[config.mk]
export PLATFORM = sky130hd
export DESIGN_NAME = axis_vc_link_mux
export DESIGN_NICKNAME = d
export VERILOG_FILES = /design/src/rtl/axis_vc_link_mux.sv
export SDC_FILE = /design/constraint.sdc
export NUM_CORES = 1
export LEC_CHECK = 0
export BUFFER_PORTS_ARGS = -buffer_cell sky130_fd_sc_hd__buf_2
export CELL_PAD_IN_SITES_DETAIL_PLACEMENT = 0
export CELL_PAD_IN_SITES_GLOBAL_PLACEMENT = 2
export CORE_MARGIN = 8
export CORE_UTILIZATION = 46
export DETAILED_ROUTE_END_ITERATION = 10
export HOLD_SLACK_MARGIN = 0.02
export PLACE_DENSITY = 0.81
export SYNTH_ARGS = -nofsm -noshare
export SYNTH_HDL_FRONTEND = slang
export SYNTH_SLANG_ARGS = --single-unit
[constraint.sdc]
create_clock -name clk -period 2.1 [get_ports clk]
set_input_delay 0.21 -clock clk [delete_from_list [all_inputs] [get_ports clk]]
set_output_delay 0.21 -clock clk [all_outputs]
set_load 0.02 [all_outputs]
[src/rtl/axis_vc_link_mux.sv]
// Merges NUM_CH AXI-Stream virtual channels onto one link: per-channel FIFOs, packet-atomic round-robin.
// Latency: beat captured at edge N is on the link after edge N+1; backpressure via per-FIFO ready (not full).
module axis_vc_link_mux #(
  parameter int NUM_CH     = 2,
  parameter int DATA_WIDTH = 32,
  parameter int ID_WIDTH   = 3,
  parameter int DEPTH      = 4,
  localparam int CH_W      = (NUM_CH > 1) ? $clog2(NUM_CH) : 1,
  localparam int CW        = $clog2(DEPTH + 1)
) (
  input  logic                           clk,
  input  logic                           rst,
  input  logic [NUM_CH-1:0]              s_tvalid,
  output logic [NUM_CH-1:0]              s_tready,
  input  logic [NUM_CH*DATA_WIDTH-1:0]   s_tdata,
  input  logic [NUM_CH*ID_WIDTH-1:0]     s_tid,
  input  logic [NUM_CH-1:0]              s_tlast,
  output logic                           m_tvalid,
  input  logic                           m_tready,
  output logic [DATA_WIDTH-1:0]          m_tdata,
  output logic [ID_WIDTH-1:0]            m_tid,
  output logic                           m_tlast,
  output logic [CH_W-1:0]                m_tchan,
  output logic [NUM_CH*CW-1:0]           fifo_count
);

  localparam int PW = $clog2(DEPTH);
  localparam int EW = DATA_WIDTH + ID_WIDTH + 1;

  typedef enum logic {IDLE, SEND} state_e;

  state_e              state_q, state_d;
  logic [CH_W-1:0]     grant_q, grant_d;
  logic [CH_W-1:0]     rr_ptr_q, rr_ptr_d;
  logic [NUM_CH-1:0]   empty;
  logic [NUM_CH-1:0]   wr_en;
  logic [NUM_CH-1:0]   rd_en;
  logic [NUM_CH*EW-1:0] head_all;
  logic [EW-1:0]       head;
  logic                grant_empty;
  logic                pop;

  for (genvar c = 0; c < NUM_CH; c++) begin : g_ch
    logic [CW-1:0] cnt_q;
    logic [PW-1:0] wptr_q;
    logic [PW-1:0] rptr_q;
    logic [EW-1:0] mem_q [DEPTH];

    // Ready comes only from the registered count, so a full FIFO refuses even while being read.
    assign s_tready[c] = (cnt_q < CW'(DEPTH));
    assign empty[c]    = (cnt_q == '0);
    assign wr_en[c]    = s_tvalid[c] && s_tready[c];
    assign rd_en[c]    = pop && (grant_q == CH_W'(c));
    assign head_all[c*EW +: EW]   = mem_q[rptr_q];
    assign fifo_count[c*CW +: CW] = cnt_q;

    always_ff @(posedge clk) begin
      if (rst) begin
        cnt_q  <= '0;
        wptr_q <= '0;
        rptr_q <= '0;
      end else begin
        if (wr_en[c]) wptr_q <= wptr_q + 1'b1;
        if (rd_en[c]) rptr_q <= rptr_q + 1'b1;
        case ({wr_en[c], rd_en[c]})
          2'b10:   cnt_q <= cnt_q + 1'b1;
          2'b01:   cnt_q <= cnt_q - 1'b1;
          default: cnt_q <= cnt_q;
        endcase
      end
    end

    always_ff @(posedge clk) begin
      if (wr_en[c]) begin
        mem_q[wptr_q] <= {s_tlast[c], s_tid[c*ID_WIDTH +: ID_WIDTH],
                          s_tdata[c*DATA_WIDTH +: DATA_WIDTH]};
      end
    end
  end

  always_comb begin
    head        = '0;
    grant_empty = 1'b1;
    for (int c = 0; c < NUM_CH; c++) begin
      if (grant_q == CH_W'(c)) begin
        head        = head_all[c*EW +: EW];
        grant_empty = empty[c];
      end
    end
  end

  assign m_tvalid = (state_q == SEND) && !grant_empty;
  assign pop      = m_tvalid && m_tready;
  assign m_tdata  = head[DATA_WIDTH-1:0];
  assign m_tid    = head[DATA_WIDTH +: ID_WIDTH];
  assign m_tlast  = head[EW-1];
  assign m_tchan  = grant_q;

  always_ff @(posedge clk) begin
    if (rst) begin
      state_q  <= IDLE;
      grant_q  <= '0;
      rr_ptr_q <= '0;
    end else begin
      state_q  <= state_d;
      grant_q  <= grant_d;
      rr_ptr_q <= rr_ptr_d;
    end
  end

  always_comb begin
    state_d  = state_q;
    grant_d  = grant_q;
    rr_ptr_d = rr_ptr_q;
    unique case (state_q)
      IDLE: begin
        // Search rr_ptr, rr_ptr+1, ... and take the first non-empty channel.
        for (int i = NUM_CH - 1; i >= 0; i--) begin
          for (int c = 0; c < NUM_CH; c++) begin
            if (c == ((int'(rr_ptr_q) + i) % NUM_CH) && !empty[c]) begin
              grant_d = CH_W'(c);
              state_d = SEND;
            end
          end
        end
      end
      SEND: begin
        if (pop && m_tlast) begin
          state_d  = IDLE;
          rr_ptr_d = (grant_q == CH_W'(NUM_CH - 1)) ? '0 : grant_q + 1'b1;
        end
      end
      default: state_d = IDLE;
    endcase
  end

endmodule

# Word level (Yosys, flattened, before mapping)
# Memories as Yosys holds them, arrays and structs flattened. A register that Yosys moved wholly into a read port is not among the register bits.
# Index checks and enable logic that the tools add are counted.
# classes
mux,23
n_div,0
n_shift,0
reduce_logical,23
add_sub_neg,10
mul,0
magnitude_cmp,2
n_eq_ne,5
bitwise,3
# op_table
cell,count
32-bit logical NOT,2
36-bit 2-to-1 mux,1
1-bit 2-to-1 mux,15
3-bit one-hot mux with 2 select lines,2
1-bit logical AND,11
2-bit by 1-bit adder with 2-bit output (second input constant),4
2-bit 2-to-1 mux,4
3-bit by 1-bit adder with 3-bit output (second input constant),2
3-bit logical NOT,2
3-bit less-than comparator (second input constant),2
3-bit by 1-bit subtractor with 3-bit output (second input constant),2
2-bit by 1-bit equality test with 1-bit output (second input constant),2
2-bit equality test (second input constant),2
2-bit AND reduction,2
2-bit nonzero test,2
4-bit nonzero test,1
1-bit logical NOT,3
1-bit adder (second input constant),2
2-bit equality test (first input constant),1
1-bit NOT,2
1-bit one-hot mux with 2 select lines,1
1-bit AND (first input constant),1
# totals
latch_bits,0
word_cells,77
mem_count,2
input_bits,77
out_inout_bits,46
ram_bits,288
reg_bits,17
romBits,0
# mem_list
memory,words,word_bits,read_ports,rd_clocked_by_memory_dff,wr,line_no,source
g_ch[0].mem_q,4,36,1,1,1,47,logic [EW-1:0] mem_q [DEPTH];
g_ch[1].mem_q,4,36,1,1,1,47,

# Longest topological paths before layout
# Gate-level depths: netlist of run 1.
# depth
depth_word,9
ltp_mapped,9
depth_no_buf,8

# Worst setup path before layout of run 1
# Ideal clock, no wire load.
# synth_path
path_kind,register to register
startpoint,register g_ch[0].cnt_q[2]
endpoint,memory g_ch[0].mem_q[0][0] (netlist bit) (enable)
stages_incl_launch_ff,4
slack_ns,0.033
setup_ns,0.397
synth_period_minus_slack_ns,2.067
arrival_time_ns,1.670
path_buffers,1
required_ns,1.703
path_cell_list,dfxtp_1 -> nor2b_1 -> clkbuf_1 -> and2_1
# synth_via
elab_chain_cells,4
# synth_rtl
element,line_no,source
from (decl),44,logic [CW-1:0] cnt_q;
from (signal assigned),66,2'b10: cnt_q <= cnt_q + 1'b1;
from (signal assigned),67,2'b01: cnt_q <= cnt_q - 1'b1;
from (signal assigned),68,default: cnt_q <= cnt_q;
3-bit less-than comparator,50,assign s_tready[c] = (cnt_q < CW'(DEPTH));
1-bit logical AND,52,assign wr_en[c] = s_tvalid[c] && s_tready[c];
1-bit 2-to-1 mux,74,if (wr_en[c]) begin
1-bit 2-to-1 mux (implied by the code),75,"mem_q[wptr_q] <= {s_tlast[c], s_tid[c*ID_WIDTH +: ID_WIDTH],"
to (decl),47,
# Every way passes these cells.

==> run metrics, run 1 <==
outcome finished, violations left; violated checks negative setup slack; WP data arrival about 2.2 ns; PD cells approximately 970 nW/um2; GR Util All Layers between 10% and 20%; Synth Area per Inst between 20 and 25 um2; top-count cell post-synth edfxtp_1; Avg WL per Cell 23.4 um; Sequential Power Share between 40% and 50%; Internal between 0.01 and 0.015 W; Max Slew Vio Count 0; Cell Area, Synth around 12000 um2; clk_skew between 0.01 and 0.015 ns; FF-to-FF setup slack 0.16 ns; power consumption between 0.01 and 0.015 W; Yosys cell types 31; Max rail drop VDD between 0.5 and 0.6 mV; antenna-violating nets left 0; Post-synth EDFFs about 290; syn_nets around 630; Gate power share around 16%; IO Port Bufs 122; LEAKAGE 5.23 nW; Setup crit start kind register; Slew headroom between 50 and 60%; vias in the first global route roughly 6600; Highest Clock Rate approximately 410 MHz; clk buf depth 3; placed cell area 13400 um2; Synth warnings 0; height of the die roughly 180 um; Mapped Cells ~540; total routed wirelength between 20000 and 30000 um; first-pass GRT wire length slightly below 40000 um; final instance area roughly 15000 um2; top cell type's share of synthesized area a little over two thirds; power share of the clock group between 30% and 40%; Starting Density a little under half; total clock sinks between 300 and 400; synthesized flop and latch total 309; switching share of power about a quarter; top post-synthesis cells by count edfxtp_1 (288), mux4_1 (67), mux2_2 (36), dfxtp_1 (21), inv_1 (17); CTS clk-pin slew, worst paths about 0.060 ns; final hold vios 0; Sw Pwr 0.00350 W; area growth from synthesis to layout 24.5%; Worst-Margin Slew between 0.6 and 0.7 ns; grt ovf 0; DRC Markers 0; main flop type after synthesis edfxtp_1; layout cells sized above 1 ~37%; Core ar. about 26000 um2; Fillers slightly below 2000; largest net degree at the start of global routing 37; WHS 0.154 ns; # rows 59; final net count around 860; antenna violations before repair 1; R2R depth 8; crit end category output port; synth top area cells edfxtp_1 (71%), mux4_1 (14%), dfxtp_1 (3.4%); clock root buffer clkbuf_16; asr flop ratio synth 0%; post-synthesis sequential area ratio between 70% and 80%; final worst setup slack -0.325 ns; RD Place Congestion between 0.7 and 0.8; CTS tree built; Min-Delay Path Depth 4; final setup violation count 36; RSZ-0062 raised after global routing true; Final Cycle Share 115%; leading area contributor after synthesis edfxtp_1; DR vias between 6000 and 7000; CTS H-tree lvls 1; die area 32100 um2; CP required ~1.9 ns; vias per cell ~5.3; # IOs between 100 and 150; hpwl dp around 15000 um; Die Wd 179 um; min Tclk post-route 2.42 ns; DR iter-0 viols around 380; hold crit path type input pin to register; max_cap viols 0; drt first pass iters 4; clock latency on the worst-skew pair about 0.56 ns; crit path kind register to output port; Worst Path Max Fanout 9; CTS buffer count 31
## cells by family after synthesis
kind of cell	share of synthesized area, %
simple gates	1.62
fa+ha+maj	1.35
buf+inv	2.65
mux	18.8
xor+xnor	0.429
compound gates	1.10
flops	74.1
## power groups by stage
stage,Sequential [W],Combinational (W),Clock [W]
4_1_cts,0.00726,0.00217,0.00525
3_5_place_dp,0.00739,0.00195,0
6_report,0.00727,0.00232,0.00514
3_3_place_gp,0.00735,0.00190,0
2_1_floorplan,0.00738,0.00120,0
5_1_grt,0.00730,0.00249,0.00550
## metal layers
| metal | global-route usage, % | wire [um] | share of wire (%) | vias up |
|---|---|---|---|---|
| li1 | - | - | - | 2707 |
| met1 | 20.6 | 11100 | 42 | 3098 |
| met2 | 28.3 | 13400 | 51 | 173 |
| met3 | 2.70 | 1310 | 5.0 | 48 |
| met4 | 4.30 | 533 | 2.0 | 0 |
| met5 | 0 | 0 | 0 | - |
## layout by cell type (no fill, tap or decap), types with 6 or more instances in the layout
master / instances
dfxtp_1: 13
nor2_1: 13
and2_2: 8
clkbuf_1: 7
buf_6: 19
clkbuf_16: 34
mux2_4: 19
buf_12: 16
dfxtp_2: 6
ha_1: 10
buf_2: 101
mux4_2: 49
dlygate4sd3_1: 73
clkinv_2: 10
edfxtp_1: 288
a21oi_1: 11
mux2_2: 17
buf_4: 7
inv_1: 17
mux4_1: 23
## registers in the layout (all words and copies together) (netlist names), named ones only
register and cells:
state_q 1, g_ch.rptr_q 4, rr_ptr_q 1, g_ch.mem_q 288, m_tchan 1, g_ch.wptr_q 4, g_ch.cnt_q 6
## critical path, stage by stage (launching register included)
cell     delay [ns]
dfxtp_4        0.46
buf_16         0.19
mux4_1         0.56
mux2_2         0.28
buf_2          0.16
## per-stage QoR
stage          util, %  setup slack [ns]  std cells  TNS (ns)
2_1_floorplan        -            0.0332        538         0
3_3_place_gp      51.2             0.137        990         0
3_5_place_dp      51.2            0.0344        990         0
4_1_cts           57.7            -0.371       1121    -11.45
5_1_grt           58.3            -0.390       1127    -12.37
6_report          58.3            -0.325       1127     -9.83
## final cells by class
type	count	area [um2]	area share [%]
Antenna cell	1	2.50	0.0164
Clock buffer	38	802	5.26
Clock inverter	18	149	0.977
Inverter	17	63.8	0.419
Multi-Input combinational cell	188	2770	18.2
Sequential cell	309	9080	59.6
Tap cell	335	419	2.75
Timing Repair Buffer	221	1950	12.8
## what timing repair did
action	CTS	global route
hold endpoints to repair	289	0
hold buffers	73	0
pin swaps	0	1
gates resized for setup	53	57
setup endpoints to repair	36	39
gates cloned	2	4
setup buffers	0	1
## final timing paths
kind / startpoint / end
setup / recovery: register / m_tdata[11]
hold / removal: m_tready / register
setup reg to reg: g_ch[1].cnt_q[2] / g_ch[1].cnt_q[2]
hold reg to reg: g_ch[0].rptr_q[1] / register
(Power assumes the default switching activity.)
==> run 2: changes to the inputs <==
ABC_AREA = 1   (was default)
CORE_UTILIZATION = 40   (was 46)
PLACE_DENSITY = 0.8   (was 0.81)
==> run 2 against run 1 <==
The flow now finishes without violations. Critical endpoint is now m_tdata[3]. Die area increased by 13%. Critical path depth up 2. Power rose by 1.9%. Highest routed layer unchanged. Sequential share of layout area decreased by 2.2 points. First-iteration DRC count rose by 11%. Count of clock-buffer cells in the layout is 7 higher. Largest power group unchanged. Routed wire length is 15% higher. Worst setup slack better by 0.34 ns.
==> run metrics, run 2 <==
Cell Area, Synth 12100 um2 (was 12200 um2); Post-synth EDFFs 288 (unchanged); hpwl dp 18800 um (was 14900 um); clock latency on the worst-skew pair 0.50 ns (was 0.56 ns); WHS 0.0530 ns (was 0.154 ns); Max rail drop VDD 0.583 mV (was 0.534 mV); synthesized flop and latch total 309 (unchanged); RSZ-0062 raised after global routing true (unchanged); min Tclk post-route 2.08 ns (was 2.42 ns); DR vias 7944 (was 6026); antenna violations before repair 1 (unchanged); LEAKAGE 5.86 nW (was 5.23 nW); first-pass GRT wire length 45500 um (was 38700 um); CTS clk-pin slew, worst paths 0.06 ns (about the same); GR Util All Layers 16.1% (about the same); Avg WL per Cell 18.9 um (was 23.4 um); top cell type's share of synthesized area 71.3% (was 70.6%); most frequent cells in the layout edfxtp_1 (288), nor2_1 (153), nand2_1 (114) (was edfxtp_1 (288), buf_2 (101), dlygate4sd3_1 (73)); Register Area 9090 um2 (was 9080 um2); post-route setup TNS 0 ns (was -9.83 ns); placed cell area 13400 um2 (about the same); most flop-heavy register g_ch.mem_q (unchanged); RD Place Congestion 0.792 (was 0.709); syn_nets 1044 (was 627); final instance area 15800 um2 (was 15200 um2); synth top area cells edfxtp_1 (71%), o21ai_0 (5.8%), nor2_1 (5.0%) (was edfxtp_1 (71%), mux4_1 (14%), dfxtp_1 (3.4%)); cells along the critical path buf_12 > o21ai_0 > o22ai_1 > nand2_2 > nand2_1 > buf_2 (was buf_16 > mux4_1 > mux2_2 > buf_2); max_cap viols 0 (unchanged); Synth Area per Inst 12.7 um2 (was 22.8 um2); IO Port Bufs 122 (unchanged); Die Wd 190 um (was 179 um); drt first pass iters 5 (was 4); height of the die 190 um (was 179 um); hold crit path type input pin to register (unchanged); Max Slew Vio Count 0 (unchanged); outcome completed (was finished, violations left); asr flop ratio synth 0% (unchanged); Top Registers g_ch.mem_q (288), g_ch.cnt_q (6) (unchanged); Setup crit start kind register (unchanged); vias in the first global route 7939 (was 6558); Synth warnings 0 (unchanged); Fillers 2546 (was 1947); main flop type after synthesis edfxtp_1 (unchanged); final hold vios 0 (unchanged); final net count 1277 (was 857); Final Cycle Share 99.3% (was 115%); area of the multi-input gates 2820 um2 (was 2770 um2); PD cells 948 nW/um2 (was 966 nW/um2); cell count after placement 1453 (was 990); DRC Markers 0 (unchanged); # rows 63 (was 59); total routed wirelength 30300 um (was 26400 um); Highest Clock Rate 480 MHz (was 412 MHz); total clock sinks 309 (unchanged); # IOs 123 (unchanged); clock root buffer clkbuf_16 (unchanged); area growth from synthesis to layout 30.5% (was 24.5%); DR iter-0 viols 422 (was 379); end-of-flow core utilization 53.1% (was 58.3%); top post-synthesis cells by count edfxtp_1 (288), nor2_1 (161), o21ai_0 (140), nand2_1 (124), o22ai_1 (70) (was edfxtp_1 (288), mux4_1 (67), mux2_2 (36), dfxtp_1 (21), inv_1 (17)); Core ar. 29800 um2 (was 26100 um2); crit path kind register to output port (unchanged); final non-filler cell total 1599 (was 1127); clk_skew 0.0120 ns (was 0.0121 ns); largest net degree at the start of global routing 40 (was 37); commonest non-fill, non-tap cell in the layout edfxtp_1 (unchanged); WP buf/inv 2 (unchanged); die area 36200 um2 (was 32100 um2); CP required 1.89 ns (about the same); CTS H-tree lvls 2 (was 1); number of flip-flops in the largest register 288 (unchanged); Mapped Cells 955 (was 538); leading area contributor after synthesis edfxtp_1 (unchanged); crit end category output port (unchanged); Slew headroom 72.9% (was 59.2%); final setup violation count 0 (was 36); CTS tree built (unchanged); top-count cell post-synth edfxtp_1 (unchanged); cell family with most CP delay flip-flops (was multiplexers); Slowest-stage cell, CP dfxtp_4 (was mux4_1); Starting Density 40.7% (was 46.8%); grt ovf 0 (unchanged); clk buf depth 3 (unchanged); vias per cell 4.97 (was 5.35); Yosys cell types 28 (was 31); Crit path largest cell delay 0.47 ns (was 0.56 ns); WP data arrival 1.87 ns (was 2.21 ns); layout cells sized above 1 22.8% (was 37.2%); post-synthesis sequential area ratio 74.7% (was 74.1%); Worst-Margin Slew 0.406 ns (was 0.612 ns); CTS buffer count 34 (was 31); antenna-violating nets left 0 (unchanged); Worst Path Max Fanout 17 (was 9)
==> run 2: metrics by stage <==
stage / setup slack, ns / power (W)
after detailed placement: 0.134 / 0.00924
after global routing: -0.0729 / 0.0156
after CTS: -0.0122 / 0.0150
after global placement: 0.120 / 0.00923
final: 0.0153 / 0.0150
after floorplan: -0.00650 / 0.00840
==> run 2: worst register-to-register path, cell delays in order, from the launching register on <==
cell and delay, ns:
dfxtp_2 0.35, nor2_1 0.07, nand3_1 0.09, inv_1 0.08
nor2_4 0.12, nand3_2 0.08, inv_2 0.07, ha_1 0.13
inv_1 0.07, fa_1 0.38, a21oi_1 0.15, o21ai_1 0.10
o21ai_1 0.12, a21oi_1 0.06
==> run 2: kinds of logic after synthesis <==
logic type	after synthesis	synth area share, %
compound gates	240	10.7
xor+xnor	2	0.144
fa+ha+maj	12	1.36
buf+inv	90	3.40
flops	309	74.7
simple gates	302	9.70
==> run 2: timing repair <==
action                     CTS  global route
hold buffers                73             0
hold endpoints to repair   295             0
gates cloned                 1             7
pin swaps                    4            14
setup endpoints to repair   36            37
buffers inserted             2             6
resized for setup           46           100
==> run 2: final timing paths <==
check / to / slack [ns] / from / cells after the start
max: m_tdata[3] / 0.02 / register / 6
max reg2reg: g_ch[0].cnt_q[2] / 0.15 / g_ch[1].cnt_q[1] / 13
min reg2reg: register / 0.49 / g_ch[0].rptr_q[1] / 2
min: register / 0.05 / m_tready / 3
==> run 2: area by class of cell <==
type,instances,area share [%]
timing repair buffer,248,13.9
tap,390,3.08
timing repair inverter,2,0.126
multi-input combinational,556,17.8
inverter,37,1.04
sequential,309,57.4
clock inverter,11,0.624
clock buffer,45,6.04
antenna,1,0.0158
==> run 2: metal layers <==
metal	global-route usage [%]	share of wire (%)
met1	21.7	45
met2	26.6	48
met3	2.98	4.5
met4	4.47	2.1
met5	0	0
==> run 2: where the power goes <==
| part | switching (W) | internal [W] | leakage, nW |
|---|---|---|---|
| clock network | 0.00216 | 0.00342 | 0.517 |
| logic | 0.00143 | 0.000827 | 2.52 |
| registers | 0.0000970 | 0.00708 | 2.82 |
| total | 0.00368 | 0.0113 | 5.86 |
